## src/rtl/rng_word_reader.sv

```systemverilog
`default_nettype none
// ============================================================================
//  Module   : rng_word_reader
//  Purpose  : Consumer end of the ring-oscillator/LHCA entropy path. Samples
//             the LHCA state word every clock, discards a warm-up window, runs
//             a repetition-count health test and buffers passing words in a
//             first-word-fall-through FIFO drained over valid/ready. A failed
//             health test latches a sticky fault that flushes and blocks
//             all output until cleared.
//  Ports    : clk          system clock
//             rst          asynchronous reset, active-high
//             en           sampling enable
//             state_i      LHCA state word (WIDTH)
//             rnd_o        FIFO head word (WIDTH)
//             rnd_valid_o  rnd_o holds a word
//             rnd_ready_i  consumer accepts the head word
//             fault_o      sticky health-test failure
//             clr_fault_i  clears the fault and returns to IDLE
//             level_o      FIFO occupancy ($clog2(DEPTH)+1 bits)
//  Revision : 1.0  initial release
// ============================================================================
module rng_word_reader #(
   parameter int WIDTH     = 32,
   parameter int DEPTH     = 4,
   parameter int REP_LIMIT = 4,
   parameter int WARMUP    = 16
) (
   input  logic                     clk,
   input  logic                     rst,
   input  logic                     en,
   input  logic [WIDTH-1:0]         state_i,
   output logic [WIDTH-1:0]         rnd_o,
   output logic                     rnd_valid_o,
   input  logic                     rnd_ready_i,
   output logic                     fault_o,
   input  logic                     clr_fault_i,
   output logic [$clog2(DEPTH):0]   level_o
);

   localparam int c_AW = $clog2(DEPTH);
   localparam int c_WW = $clog2(WARMUP + 1);
   localparam int c_RW = $clog2(REP_LIMIT + 1);

   typedef enum logic [1:0] {
      S_IDLE   = 2'd0,
      S_WARMUP = 2'd1,
      S_RUN    = 2'd2,
      S_FAULT  = 2'd3
   } state_t;

   state_t            r_state;
   state_t            w_state_nxt;
   logic [c_WW-1:0]   r_warm_cnt;
   logic [c_WW-1:0]   w_warm_cnt_nxt;
   logic [WIDTH-1:0]  r_prev;
   logic [c_RW-1:0]   r_rep_cnt;
   logic [c_RW-1:0]   w_rep_nxt;
   logic              w_sampling;
   logic              w_trip;

   logic [WIDTH-1:0]  r_mem [DEPTH];
   logic [c_AW:0]     r_wr_ptr;
   logic [c_AW:0]     r_rd_ptr;
   logic [c_AW:0]     w_level;
   logic              w_full;
   logic              w_push;
   logic              w_pop;

   // ------------------------------------------------------------------------
   // Repetition-count health test. The count saturates at REP_LIMIT so a
   // long run of repeats during warm-up trips on the first RUN sample that
   // still repeats.
   // ------------------------------------------------------------------------
   assign w_sampling = (r_state == S_WARMUP) || (r_state == S_RUN);

   always_comb begin
      w_rep_nxt = c_RW'(1);
      if (state_i == r_prev) begin
         if (r_rep_cnt == c_RW'(REP_LIMIT))
            w_rep_nxt = r_rep_cnt;
         else
            w_rep_nxt = r_rep_cnt + c_RW'(1);
      end
   end

   assign w_trip = (r_state == S_RUN) && (w_rep_nxt == c_RW'(REP_LIMIT));

   always_ff @(posedge clk or posedge rst) begin
      if (rst) begin
         r_prev    <= '0;
         r_rep_cnt <= '0;
      end else if (w_sampling) begin
         r_prev    <= state_i;
         r_rep_cnt <= w_rep_nxt;
      end
   end

   // ------------------------------------------------------------------------
   // Control FSM
   // ------------------------------------------------------------------------
   always_ff @(posedge clk or posedge rst) begin
      if (rst) begin
         r_state    <= S_IDLE;
         r_warm_cnt <= '0;
      end else begin
         r_state    <= w_state_nxt;
         r_warm_cnt <= w_warm_cnt_nxt;
      end
   end

   always_comb begin
      w_state_nxt    = r_state;
      w_warm_cnt_nxt = r_warm_cnt;
      case (r_state)
         S_IDLE: begin
            if (en) begin
               w_state_nxt    = S_WARMUP;
               w_warm_cnt_nxt = '0;
            end
         end
         S_WARMUP: begin
            w_warm_cnt_nxt = r_warm_cnt + c_WW'(1);
            if (!en)
               w_state_nxt = S_IDLE;
            else if (r_warm_cnt == c_WW'(WARMUP - 1))
               w_state_nxt = S_RUN;
         end
         S_RUN: begin
            // A health failure outranks a simultaneous drop of en so the
            // fault can never be missed.
            if (w_trip)
               w_state_nxt = S_FAULT;
            else if (!en)
               w_state_nxt = S_IDLE;
         end
         S_FAULT: begin
            if (clr_fault_i)
               w_state_nxt = S_IDLE;
         end
         default: w_state_nxt = S_IDLE;
      endcase
   end

   // ------------------------------------------------------------------------
   // FIFO: pointers carry one extra wrap bit so full and empty are distinct.
   // ------------------------------------------------------------------------
   assign w_level = r_wr_ptr - r_rd_ptr;
   assign w_full  = (r_wr_ptr[c_AW] != r_rd_ptr[c_AW]) &&
                    (r_wr_ptr[c_AW-1:0] == r_rd_ptr[c_AW-1:0]);
   assign w_pop   = rnd_valid_o && rnd_ready_i;
   // A pop in the same cycle frees the slot, so a full FIFO still accepts.
   assign w_push  = (r_state == S_RUN) && en && !w_trip && (!w_full || w_pop);

   always_ff @(posedge clk or posedge rst) begin
      if (rst) begin
         r_wr_ptr <= '0;
         r_rd_ptr <= '0;
         for (int i = 0; i < DEPTH; i++)
            r_mem[i] <= '0;
      end else if (w_trip) begin
         // Entering FAULT discards everything already buffered.
         r_wr_ptr <= '0;
         r_rd_ptr <= '0;
      end else begin
         if (w_push) begin
            r_mem[r_wr_ptr[c_AW-1:0]] <= state_i;
            r_wr_ptr                  <= r_wr_ptr + 1'b1;
         end
         if (w_pop)
            r_rd_ptr <= r_rd_ptr + 1'b1;
      end
   end

   assign rnd_o       = r_mem[r_rd_ptr[c_AW-1:0]];
   assign rnd_valid_o = (w_level != '0) && (r_state != S_FAULT);
   assign fault_o     = (r_state == S_FAULT);
   assign level_o     = w_level;

endmodule
`default_nettype wire

```

## config.mk

```make
export PLATFORM = sky130hd
export DESIGN_NAME = rng_word_reader
export DESIGN_NICKNAME = d
export VERILOG_FILES = /design/src/rtl/rng_word_reader.sv
export SDC_FILE = /design/constraint.sdc
export NUM_CORES = 1
export LEC_CHECK = 0
export ABC_AREA = 1
export CORE_MARGIN = 2
export CORE_UTILIZATION = 38
export DETAILED_ROUTE_END_ITERATION = 8
export DONT_BUFFER_PORTS = 1
export PLACE_DENSITY = 0.64
export SLEW_MARGIN = 20
export SYNTH_ARGS = -nofsm -noshare
export SYNTH_HDL_FRONTEND = slang
export SYNTH_SLANG_ARGS = --single-unit
export TNS_END_PERCENT = 5
```

## constraint.sdc

```tcl
create_clock -name clk -period 5.5 [get_ports clk]
set_clock_uncertainty 0.15 [all_clocks]
set_input_delay 0.825 -clock clk [delete_from_list [all_inputs] [get_ports clk]]
set_output_delay 0.825 -clock clk [all_outputs]
set_load 0.005 [all_outputs]
```

==> impl_metrics.csv <==
group,metric,value,unit
worst_setup_path,cp-endpoint,"rnd_o[0]",
synth,synth.ff_latch_count,176,
synth,synth_cell_type_count,27,
worst_setup_path,startpoint,"r_rd_ptr[0]$_DFFE_PP0P_",
finish,fin_util,42.4,%
flow_run,cap_viol_max_count,0,
clock_tree,ctsResizeCount,0,
clock_tree,clock-sinks,176,
synth,synth_nets,1149,
timing,fin_setup_tns,0,ns
clock_tree,cts_tree,"yes",
timing,fin_crit_sh,69.4,%
timing,worstMarginPinSlew,1.05,ns
timing,slew_headroom,29.8,%
synth,syn-cell-area,0.00857,mm^2
detailed_routing,via_per_inst,4.99,
pwr,swShare,40.1,%
place,dpl.cell_count,1332,
detailed_routing,antenna_left,0,
synth,synth_cells,1096,
worst_setup_path,critPathLaunchType,"flop",
worst_setup_path,reg2reg_to,"r_mem[101]$_DFFE_PP0P_",
timing,max_freq,262,MHz
finish,final.fill_count,2149,
place,dpl_cell_area,0.00869,mm^2
pwr,p_seq_share,38.6,%
place,hpwl,13200,um
detailed_routing,wl_per_cell,16.2,um
finish,multi_input_area,0.00368,mm^2
finish,stdcell_count,1364,
worst_setup_path,r2r.worst_path.cells,10,
timing,finalSetupViolCount,0,
grt,grt_first_pass_wirelength,36200,um
worst_setup_path,slowest_delay,0.92,ns
place,io_buffers,0,
pwr,leakage,0.00488,uW
clock_tree,clk_transition_reported_paths,0.06,ns
floorplan,rows,54,
worst_hold_path,hp-class,"in2async",
clock_tree,cts_root_buf,"clkbuf_16",
finish,regArea,0.00441,mm^2
detailed_routing,wl,22100,um
clock_tree,cts_max_level,4,
place,pre_cts_ws,1.92,ns
worst_setup_path,cp_cell_sequence,"clkinv_2, o21ai_0, o22ai_1",
detailed_routing,drt-initial-drc-count,497,
grt,grt_overflow_total,0,
timing,layout_setup_ws,1.68,ns
grt,grtUsageTotal,19.5,%
place,place_congestion,0.768,
finish,fin_nets,1124,
worst_setup_path,critPathArrivalTime,2.84,ns
pwr,peakVddDrop,0.609,mV
detailed_routing,dr.pass1.iters,5,
detailed_routing,num_vias,6802,
clock_tree,cts_hold_buffers,0,
worst_setup_path,worst_ep_required_time,4.53,ns
timing,finalHoldViolCount,0,
timing,grt_setup_unrepaired,"no",
grt,first_global_vias,6529,
detailed_routing,drc,0,
clock_tree,numCtsBuffers,17,
floorplan,die_width,154,um
synth,yosysWarningCount,0,
floorplan,die_h,154,um
floorplan,start_util,39.0,%
floorplan,boundaryPins,74,
clock_tree,post_cts_buffers,0,
timing,fin_crit,3.82,ns
floorplan,design.die.area,0.0238,mm^2
clock_tree,cts_buffer_depth,2,
clock_tree,clk_latency,0.44,ns
pwr,internal-power,3070,uW
run_status,status,"completed",
pwr,power_switching,2060,uW
worst_setup_path,cp_slowest_cell,"clkinv_2",
synth,postSynthAreaPerCell,7.82,um^2
worst_setup_path,crit_type,"reg2out",
timing,timing.final.max_slew_violations,0,
worst_setup_path,reg2reg_slack,1.99,ns
worst_setup_path,cp_max_fo,64,
pwr,clockPowerShare,23.9,%
pwr,p_comb_share,37.5,%
floorplan,core-area,0.0220,mm^2
grt,antenna_found_initial,0,
worst_setup_path,critPathCaptureType,"output port",
synth,synth.yosys.seq_area_share,51.4,%
finish,antennaDiodeCount,0,
grt,grt_max_degree,127,
worst_setup_path,reg2reg_from,"r_rd_ptr[0]$_DFFE_PP0P_",
finish,stdcell_area,0.00930,mm^2
pwr,power_density,552,mW/mm^2
finish,area_delta_synth_final,8.56,%
finish,drive_gt1_share,5.07,%
metrics by stage:
stage	hold WS (ns)	total power, uW
global route	0.336	5570
finish	0.320	5130
detailed placement	0.309	3930
floorplan	0.294	3420
global placement	0.308	3880
CTS	0.327	5170
cells by family after synthesis:
logic type	after synthesis	share of synthesized area [%]
fa+ha+maj	16	2.42
flops	176	51.4
simple gates	646	29.7
compound gates	128	8.05
buf+inv	104	5.80
xor+xnor	26	2.66
Yosys cell counts:
cell      number  share of area [%]
or2_1          1              0.073
nand4_2        4               0.58
fa_1           1               0.23
nand3_1        8               0.47
nand2_1      538                 24
xnor2_1       23                2.4
buf_2         13               0.76
a21oi_1        6               0.35
ha_1          15                2.2
nor2_4         4               0.53
and2_1         1              0.073
nand3_4        1               0.20
buf_6         12                1.6
o21ai_0       86                5.0
nor2_1        83                3.6
clkbuf_1      22               0.96
nand2_4        1               0.13
clkinv_1       1              0.044
o22ai_1       35                2.6
nor2_2         1              0.073
buf_1          4               0.18
dfrtp_1      176                 51
o21ba_2        1               0.12
xor2_1         3               0.31
inv_1         52                2.3
nand4_1        3               0.22
nand3_2        1               0.12
state kept, by name, indices dropped and copies added, names as in the netlist:
register / cells
r_rep_cnt: 3
r_state: 2
r_wr_ptr: 3
r_mem: 128
r_prev: 32
r_rd_ptr: 3
r_warm_cnt: 5
routing by layer:
metal	up-vias	routed length [um]	track usage, %
met5	-	0	0
met3	15	1290	5.05
met4	0	229	5.12
met2	150	10000	30.3
met1	3274	10500	27.2
li1	3363	-	-
worst min path at each step:
stage	start	end	slack, ns
3_5_place_dp	r_mem[64]$_DFFE_PP0P_	r_mem[64]$_DFFE_PP0P_	0.31
2_1_floorplan	r_mem[32]$_DFFE_PP0P_	r_mem[32]$_DFFE_PP0P_	0.29
5_1_grt	state_i[16]	r_mem[80]$_DFFE_PP0P_	0.34
3_3_place_gp	r_mem[43]$_DFFE_PP0P_	r_mem[43]$_DFFE_PP0P_	0.31
6_report	rst	r_mem[89]$_DFFE_PP0P_	0.32
4_1_cts	r_mem[48]$_DFFE_PP0P_	r_mem[48]$_DFFE_PP0P_	0.33
power groups by stage:
stage                     sequential, uW  clock (uW)  combinational [uW]
after floorplan                     1920           0                1500
after global placement              1990           0                1900
after detailed placement            1990           0                1940
after CTS                           1980        1250                1940
after global routing                2030        1300                2240
final                               1980        1230                1930
cells in the final DEF (no fill, tap or decap), types with 3 or more instances in the layout:
master	synthesis	final
clkbuf_8	0	4
xor2_1	3	3
clkbuf_16	0	17
nand2_1	538	538
nor2_1	83	83
xnor2_1	23	23
inv_1	52	51
clkinv_2	0	8
o21ai_0	86	86
o22ai_1	35	35
nand3_1	8	8
buf_4	0	6
a21oi_1	6	6
nand4_1	3	3
dfrtp_1	176	175
ha_1	15	15
nor2_4	4	4
final cells by class:
| class | instances | share of cell area, % |
|---|---|---|
| Sequential cell | 176 | 47.4 |
| Clock inverter | 11 | 1.20 |
| Timing Repair Buffer | 7 | 0.699 |
| Inverter | 53 | 2.19 |
| Multi-Input combinational cell | 816 | 39.6 |
| Tap cell | 280 | 3.77 |
| Clock buffer | 21 | 5.17 |
critical path, delay by kind of cell (launching register included):
family	cells	cell delay, ns
AO/OA/AOI/OAI	2	0.70
flip-flops	1	0.77
buffers and inverters	1	0.92
Power figures use the tool's default switching activity.
